## src/rtl/lighthouse_sweep_tx.sv

```systemverilog
// Lighthouse v1 base-station sweep timing generator.
// Emits the coded sync flash, the emulated laser hit and the TS4231-style E line.
module lighthouse_sweep_tx #(
  parameter int CLK_SPEED    = 50_000_000,
  parameter int SWEEP_CYCLES = CLK_SPEED / 120,
  parameter int SYNC_BASE    = CLK_SPEED / 16000,
  parameter int SYNC_STEP    = CLK_SPEED / 96000,
  parameter int HIT_CYCLES   = 500
) (
  input  logic        clk,
  input  logic        rst,
  input  logic        enable_i,
  input  logic        skip_i,
  input  logic        ootx_valid_i,
  input  logic        ootx_bit_i,
  output logic        ootx_ready_o,
  input  logic [18:0] hit_x_i,
  input  logic [18:0] hit_y_i,
  output logic        sync_o,
  output logic        hit_o,
  output logic        env_n_o,
  output logic        axis_o,
  output logic        period_start_o
);

  localparam int LW = 21;
  localparam logic [18:0]   LAST = 19'(SWEEP_CYCLES - 1);
  localparam logic [LW-1:0] SB   = LW'(SYNC_BASE);
  localparam logic [LW-1:0] SS   = LW'(SYNC_STEP);
  localparam logic [LW-1:0] HC   = LW'(HIT_CYCLES);
  localparam logic [LW-1:0] SW   = LW'(SWEEP_CYCLES);
  localparam logic [LW-1:0] HMIN = LW'(SYNC_BASE + 8 * SYNC_STEP);

  typedef enum logic {IDLE, RUN} state_t;

  state_t      state, state_n;
  logic [18:0] cnt, cnt_n;
  logic [18:0] hoff, hoff_n;
  logic        axis, axis_n;
  logic        skip_q, skip_n;
  logic        data_q, data_n;
  logic        start;

  logic [LW-1:0] cnt_x, hoff_x, hend_x;
  logic [LW-1:0] code_x, sync_len;
  logic          run_n, hit_en;

  assign start        = enable_i & ((state == IDLE) | (cnt == LAST));
  assign ootx_ready_o = start;

  always_comb begin
    state_n = state;
    cnt_n   = cnt;
    axis_n  = axis;
    skip_n  = skip_q;
    data_n  = data_q;
    hoff_n  = hoff;
    if (!enable_i) begin
      state_n = IDLE;
      cnt_n   = '0;
      axis_n  = 1'b0;
    end else if (state == IDLE) begin
      state_n = RUN;
      cnt_n   = '0;
      axis_n  = 1'b0;
    end else if (cnt == LAST) begin
      cnt_n  = '0;
      axis_n = ~axis;
    end else begin
      cnt_n = cnt + 19'd1;
    end
    // Per-period parameters are captured together on the start edge.
    if (start) begin
      skip_n = skip_i;
      data_n = ootx_valid_i & ootx_bit_i;
      hoff_n = axis_n ? hit_y_i : hit_x_i;
    end
  end

  assign run_n    = (state_n == RUN);
  assign cnt_x    = {2'b00, cnt_n};
  assign hoff_x   = {2'b00, hoff_n};
  assign hend_x   = hoff_x + HC;
  assign code_x   = {18'd0, skip_n, data_n, axis_n};
  assign sync_len = SB + code_x * SS;
  assign hit_en   = !skip_n && (hoff_x >= HMIN) && (hend_x <= SW);

  always_ff @(posedge clk or posedge rst) begin
    if (rst) begin
      state          <= IDLE;
      cnt            <= '0;
      axis           <= 1'b0;
      skip_q         <= 1'b0;
      data_q         <= 1'b0;
      hoff           <= '0;
      sync_o         <= 1'b0;
      hit_o          <= 1'b0;
      env_n_o        <= 1'b1;
      axis_o         <= 1'b0;
      period_start_o <= 1'b0;
    end else begin
      state          <= state_n;
      cnt            <= cnt_n;
      axis           <= axis_n;
      skip_q         <= skip_n;
      data_q         <= data_n;
      hoff           <= hoff_n;
      sync_o         <= run_n && (cnt_x < sync_len);
      hit_o          <= run_n && hit_en &&
                        (cnt_x >= hoff_x) && (cnt_x < hend_x);
      env_n_o        <= !((run_n && (cnt_x < sync_len)) ||
                          (run_n && hit_en &&
                           (cnt_x >= hoff_x) && (cnt_x < hend_x)));
      axis_o         <= run_n & axis_n;
      period_start_o <= run_n && (cnt_n == 19'd0);
    end
  end

endmodule

```

## config.mk

```make
export PLATFORM = sky130hd
export DESIGN_NAME = lighthouse_sweep_tx
export DESIGN_NICKNAME = d
export VERILOG_FILES = /design/src/rtl/lighthouse_sweep_tx.sv
export SDC_FILE = /design/constraint.sdc
export NUM_CORES = 1
export LEC_CHECK = 0
export ABC_AREA = 0
export CAP_MARGIN = 10
export CORE_MARGIN = 2
export CORE_UTILIZATION = 47
export CTS_BUF_LIST = sky130_fd_sc_hd__clkbuf_4
export CTS_CLUSTER_DIAMETER = 80
export CTS_CLUSTER_SIZE = 25
export DETAILED_ROUTE_END_ITERATION = 6
export PLACE_DENSITY = 0.69
export SYNTH_ARGS = -nofsm -noshare
export SYNTH_HDL_FRONTEND = slang
export SYNTH_SLANG_ARGS = --single-unit
```

## constraint.sdc

```tcl
create_clock -name clk -period 9.7 [get_ports clk]
set_input_delay 1.94 -clock clk [delete_from_list [all_inputs] [get_ports clk]]
set_output_delay 1.94 -clock clk [all_outputs]
set_load 0.005 [all_outputs]
```

==> results of run 1 <==
[through the flow]
stage               instances  setup WS [ns]  area (um^2)  total power [W]
floorplan                 481           3.79         4350         0.000342
CTS                       634           1.94         4980         0.000543
finish                    634           1.87         4980         0.000539
global placement          626           1.80         4880         0.000391
detailed placement        626           1.55         4880         0.000394
global route              634           1.34         4980         0.000569
[kinds of logic after synthesis]
family	after synthesis
adder cells (fa/ha/maj)	50
flip-flops	47
AND/OR/NAND/NOR	189
AO/OA/AOI/OAI	109
buffers and inverters	48
XOR/XNOR	32
multiplexers	6
[cell usage after synthesis (3+ instances only)]
cell	n
ha_1	49
nand2_1	49
dfrtp_1	46
nor2_1	36
nand4_1	32
inv_1	24
a21oi_1	21
nand3_1	19
xnor2_1	16
xor2_1	14
o21ai_0	12
o21a_1	10
nor4_1	9
nor3_1	8
clkbuf_1	7
a21o_1	6
mux2i_1	6
o211ai_1	6
o211ai_2	6
buf_6	5
o21ai_1	5
a31oi_1	4
and2_1	4
and3_1	4
inv_2	4
nand2b_1	4
nor2b_1	4
o211ai_4	4
a211o_1	3
a21oi_4	3
buf_2	3
o21ai_2	3
[layout make-up]
| class | instances | area, um^2 |
|---|---|---|
| clock buffers | 5 | 37.5 |
| flip-flops and latches | 47 | 1180 |
| fillers | 848 | 4130 |
| multi-input cells | 386 | 2930 |
| repair buffers | 50 | 498 |
| inverters | 32 | 131 |
| well taps | 111 | 139 |
| clock inverters | 3 | 67.6 |
[worst reg2reg max path: cells and delay by family (launching register included)]
family          cells  cell delay [ns]
simple gates       11             2.25
fa+ha+maj           4             1.24
buf+inv             2             0.78
flops               1             0.50
compound gates      7             1.47
xor+xnor            1             0.13
[sequential cells by signal (all words and copies together) (netlist names)]
| register | flops |
|---|---|
| axis | 1 |
| axis_o | 1 |
| cnt | 19 |
| data_q | 1 |
| env_n_o | 1 |
| hit_o | 1 |
| hoff | 19 |
| period_start_o | 1 |
| skip_q | 1 |
| state | 1 |
| sync_o | 1 |
[worst max-delay path by stage]
stage                        to  slack (ns)
after detailed placement  hit_o        1.55
after global placement    hit_o        1.80
after floorplan           hit_o        3.79
after CTS                 hit_o        1.94
final                     hit_o        1.87
after global routing      hit_o        1.34
[where the power goes]
part	internal, W	switching [W]
Combinational	0.0000704	0.000108
Sequential	0.000208	0.00000503
Clock	0.0000801	0.0000672
Total	0.000359	0.000180
[metal layers]
layer,share of wire,GRT usage,up-vias,wire (um)
met5,0,0,-,0
met4,0.014,0.0569,0,159
met3,0.040,0.0209,13,446
met2,0.47,0.366,68,5220
met1,0.48,0.331,1738,5330
li1,-,-,1856,-
==> results.tsv, run 1 <==
stage	metric	value	unit
min_path	Hold Crit Depth	2	
critical_path	critical path capture point type	flop	
yosys	syn avg cell area	9.03	um^2
cts	CTS Hold Buffers Added	0	
finish	area growth from synthesis to layout	14.7	%
grt	GR Overflow Total	0	
critical_path	r2r setup slk	3.23	ns
yosys	EDFF count, synth	0	
drt	DRC	0	
yosys	main combinational cell family by area after synthesis	simple AND/OR/NAND/NOR gates	
min_path	Hold Path Sink	data_q	
cts	CTS Buf Count	5	
sta	Final period util	0.807	
yosys	Compound-Gate Fraction of Synth Area	0.213	
yosys	top cells by area, synth	dfrtp_1 26%, ha_1 14%, nand4_1 4.6%, nand2_1 4.2%, xnor2_1 3.2%	
critical_path	r2r worst-path depth	25	
sta	min Tclk post-route	7.83	ns
critical_path	Buf/Inv on CP	3	
run	Max-Cap Viols	0	
cts	CTS sink count	47	
min_path	Hold Crit Class	flop to flop	
grt	first-pass GRT wire length	18100	um
critical_path	worst endpoint required time	9.97	ns
critical_path	worst flop-to-flop path startpoint	cnt[0]	
sta	final setup fails	0	
cts	# H-tree levels	2	
floorplan	IO Count	50	
drt	DR iter-0 viols	209	
drt	First-pass DRT Iterations	4	
floorplan	Die W	100	um
cts	Post-CTS Resized	0	
sta	WHS	0.575	ns
sta	Final Slew Violations	0	
floorplan	core area	9110	um^2
yosys	Synth Net Count	574	
power_and_ir_drop	Pwr per Cell Area	108	nW/um^2
power_and_ir_drop	Leak	2.16	nW
yosys	simple-gate portion of the synthesized area	0.237	
floorplan	Core Rows	35	
floorplan	Die ar.	10000	um^2
critical_path	critical path arrival	8.10	ns
cts	clock buffer depth	2	
grt	pin count of the biggest net entering global routing	48	
place	port bufs	49	
floorplan	Starting Density	0.477	
yosys	Seq/Total Area, Yosys	0.271	
power_and_ir_drop	Max rail drop VDD	0.0000677	V
cts	buffers inserted by post-CTS timing repair	0	
yosys	FFs w/ async S/R, synth	1.00	
critical_path	cell family with most CP delay	simple AND/OR/NAND/NOR gates	
critical_path	Worst Setup Start Kind	primary input	
yosys	Post-Synth XOR/XNOR Area	0.0680	
floorplan	chip height	100	um
critical_path	CP max-delay cell	nor4_4	
sta	Fin. Hold Viols	0	
critical_path	CP Class	primary input to flop	
critical_path	Worst R2R End	hit_o	
finish	final core utilization	0.547	
finish	most frequent cells in the layout	49 x nand2_1, 49 x ha_1, 49 x clkdlybuf4s50_1, 46 x dfrtp_1, 36 x nor2_1	
status	outcome	finished clean	
yosys	Cell variety after synth	72	
yosys	adder-cell share of the synthesized area	0.143	
place	DP HPWL	8810	um
finish	Nets	615	
finish	antenna fix cells	0	
drt	Post-DRT Antenna Nets	0	
critical_path	worst-path maximum fanout	36	
critical_path	Critical path origin	enable_i	
cts	TritonCTS clock tree	yes	
min_path	hold path startpoint	data_q	
grt	initial antenna violation count	0	
place	gpl congestion	1.01	
sta	worst-margin pin slew	1.01	ns
drt	WL per Instance	17.6	um
yosys	Syn Inst Count	481	
sta	clk_skew	0.0119	ns
grt	Tot GR Track Use	0.228	
critical_path	critical-path cell list	clkdlybuf4s50_1, nor2b_1, a31oi_4, clkinv_2, nand4_1, o21ai_1, a21oi_2, inv_2, ha_1, nor4_4, nand2_1, nand2_1, nor2_1, xnor2_1, ha_1, nand4_1, nor2_1, a21oi_1, o211ai_1, a41oi_1, maj3_1, o21ai_1, and4b_1, or2_1	
yosys	predominant post-synthesis flop cell	dfrtp_1	
yosys	area fraction of the dominant cell type after synthesis	0.265	
yosys	Syn Std Cell Area	4350	um^2
cts	Root Driver	clkbuf_4	
finish	share of cells above drive strength 1	0.109	
cts	Clock Latency Late Sink	0.37	ns
critical_path	slowest stage delay, CP	0.73	ns
yosys	Synth area leader	dfrtp_1	
cts	clock-pin slew on the worst setup and hold paths	0.14	ns
yosys	Syn. warnings	0	
drt	Routed WL	11100	um
yosys	Seq cells post-synth	47	
grt	vias in the first global route	3494	
drt	vias per cell	5.80	
sta	Setup TNS	0	ns
yosys	mux share of post-synthesis cell area	0.0138	
sta	Relative slew margins	0.325	
drt	Via Count	3675	
sta	fmax	128	MHz
sta	RSZ-0062 raised after global routing	no	
critical_path	cell count along the critical path	24	
(Power assumes the default switching activity.)
==> run 2, diff against run 1 <==
- PLACE_DENSITY: 0.69 -> 0.71
- clock period: 9.7 -> 6.9 ns (I/O delays scaled with it)
==> run 2 against run 1 <==
  * Register-to-register slack worse by 2.4 ns
  * Flip-flop and latch count did not move
  * Sequential share of layout area decreased by 0.071 points
  * Global-route usage grew 0.53 points
  * Via count up 4.6%
  * Hold slack improved by 0.016 ns
  * Clock power fell by 13%
  * Power increased by 27%
  * First-iteration DRC count increased by 48%
  * Non-clock buffer count grew 9
  * Largest power group unchanged
  * Highest routed layer unchanged
==> results.tsv, run 2 (synthesized netlist as in run 1, its figures left out) <==
stage	metric	value	unit	change
sta	Final period util	0.897		
grt	initial antenna violation count	1		was 0
power_and_ir_drop	Leak	2.18	nW	was 2.16 nW
cts	Post-CTS Resized	0		unchanged
sta	WHS	0.592	ns	was 0.575 ns
critical_path	worst-path maximum fanout	19		was 36
finish	area of the multi-input gates	2930	um^2	unchanged
grt	Tot GR Track Use	0.233		was 0.228
floorplan	IO Count	50		unchanged
finish	most frequent cells in the layout	49 x nand2_1, 49 x ha_1, 49 x clkdlybuf4s50_1, 46 x dfrtp_1, 36 x nor2_1		unchanged
drt	Via Count	3845		was 3675
finish	Filler cells	848		unchanged
finish	post-route insts no fill	643		was 634
cts	CTS Hold Buffers Added	0		unchanged
cts	buffers inserted by post-CTS timing repair	0		unchanged
critical_path	worst endpoint required time	7.17	ns	was 9.97 ns
critical_path	critical path arrival	6.46	ns	was 8.10 ns
critical_path	critical path capture point type	flop		unchanged
power_and_ir_drop	Max rail drop VDD	0.0000696	V	was 0.0000677 V
sta	RSZ-0062 raised after global routing	no		unchanged
finish	antenna fix cells	0		unchanged
finish	Nets	624		was 615
cts	Clock Latency Late Sink	0.37	ns	about the same
place	gpl congestion	0.932		was 1.01
drt	Routed WL	11400	um	was 11100 um
sta	min Tclk post-route	6.19	ns	
place	port bufs	49		unchanged
status	outcome	finished clean		unchanged
grt	vias in the first global route	3828		was 3494
cts	CTS sink count	47		unchanged
sta	final setup fails	0		unchanged
finish	Storage cell area	1180	um^2	unchanged
sta	Fin. Hold Viols	0		unchanged
drt	vias per cell	5.98		was 5.80
power_and_ir_drop	Pwr per Cell Area	137	nW/um^2	was 108 nW/um^2
grt	GR Overflow Total	0		unchanged
floorplan	chip height	100	um	unchanged
drt	DRC	0		unchanged
floorplan	Die W	100	um	unchanged
cts	CTS Buf Count	5		unchanged
drt	DR iter-0 viols	310		was 209
sta	clk_skew	0.0205	ns	was 0.0119 ns
cts	Root Driver	clkbuf_4		unchanged
finish	final instance area	5000	um^2	was 4980 um^2
finish	share of cells above drive strength 1	0.120		was 0.109
finish	Top Registers	cnt: 19 flops, hoff: 19 flops		unchanged
critical_path	CP Class	primary input to flop		unchanged
sta	fmax	162	MHz	
place	placed cell area	4940	um^2	was 4880 um^2
cts	clock buffer depth	2		unchanged
place	placed cells	635		was 626
drt	Post-DRT Antenna Nets	0		unchanged
sta	Relative slew margins	0.306		was 0.325
cts	clock-pin slew on the worst setup and hold paths	0.15	ns	was 0.14 ns
drt	First-pass DRT Iterations	4		unchanged
cts	TritonCTS clock tree	yes		unchanged
sta	Setup TNS	0	ns	unchanged
finish	area growth from synthesis to layout	15.0	%	was 14.7%
grt	pin count of the biggest net entering global routing	48		unchanged
sta	Final Slew Violations	0		unchanged
critical_path	r2r worst-path depth	23		was 25
cts	# H-tree levels	2		unchanged
run	Max-Cap Viols	0		unchanged
floorplan	core area	9110	um^2	unchanged
floorplan	Die ar.	10000	um^2	unchanged
critical_path	Worst Setup Start Kind	primary input		unchanged
floorplan	Starting Density	0.477		unchanged
grt	first-pass GRT wire length	18900	um	was 18100 um
min_path	Hold Crit Class	flop to flop		unchanged
sta	worst-margin pin slew	1.04	ns	was 1.01 ns
floorplan	Core Rows	35		unchanged
place	DP HPWL	9000	um	was 8810 um
drt	WL per Instance	17.7	um	was 17.6 um
min_path	Hold Crit Depth	2		unchanged
-- run 2: cell types whose count changed in the layout (fill, tap and decap cells not counted), sizes merged --
| cell | delta |
|---|---|
| buf | +9 |
| bufinv | -2 |
| clkinv | +2 |
-- run 2: metrics by stage --
stage | util | worst slack (ns) | total power [W]
6_report | 0.549 | 0.712 | 0.000686
3_5_place_dp | 0.543 | 0.343 | 0.000561
2_1_floorplan | - | 1.55 | 0.000480
3_3_place_gp | 0.543 | 0.574 | 0.000555
4_1_cts | 0.549 | 0.750 | 0.000691
5_1_grt | 0.549 | 0.307 | 0.000729
-- run 2: worst paths after layout --
path	startpoint	endpoint	slack (ns)
max reg2reg	cnt[2]	hit_o	0.81
min	data_q	data_q	0.59
max in group asynchronous	rst	hoff[5]	4.69
min in group asynchronous	rst	hoff[1]	1.55
min reg2reg	data_q	data_q	0.59
max	enable_i	hit_o	0.71
-- run 2: metal layers --
layer | GRT usage | vias to the layer above | part of all wire
met1 | 0.331 | 1844 | 0.46
li1 | - | 1873 | -
met4 | 0.0780 | 0 | 0.020
met5 | 0 | - | 0
met3 | 0.0320 | 19 | 0.047
met2 | 0.366 | 109 | 0.47
-- run 2: final cells by class --
type                            instances  area share
Sequential cell                        47       0.236
Multi-Input combinational cell        386       0.587
Tap cell                              111      0.0278
Timing Repair Buffer                   59       0.113
Inverter                               32      0.0263
Clock buffer                            5     0.00751
Clock inverter                          3     0.00300
-- run 2: power breakdown --
group | switching [W] | internal, W
logic | 0.000154 | 0.000105
registers | 0.00000679 | 0.000293
clock network | 0.0000902 | 0.0000375
total | 0.000251 | 0.000436
-- run 2: critical path, cell delays in order --
cell and delay, ns:
clkdlybuf4s50_1 0.62, and2_1 0.34, nand4b_4 0.32, nand4_1 0.20
o21ai_1 0.09, a21oi_2 0.22, inv_2 0.15, ha_1 0.34
nor4_4 0.43, buf_4 0.23, a21oi_1 0.11, xnor2_1 0.19
ha_1 0.30, nand4_1 0.13, nor2_1 0.17, a21oi_1 0.08
o211ai_1 0.09, a41oi_1 0.08, maj3_1 0.37, o21ai_1 0.16
and4b_1 0.22, or2_1 0.22
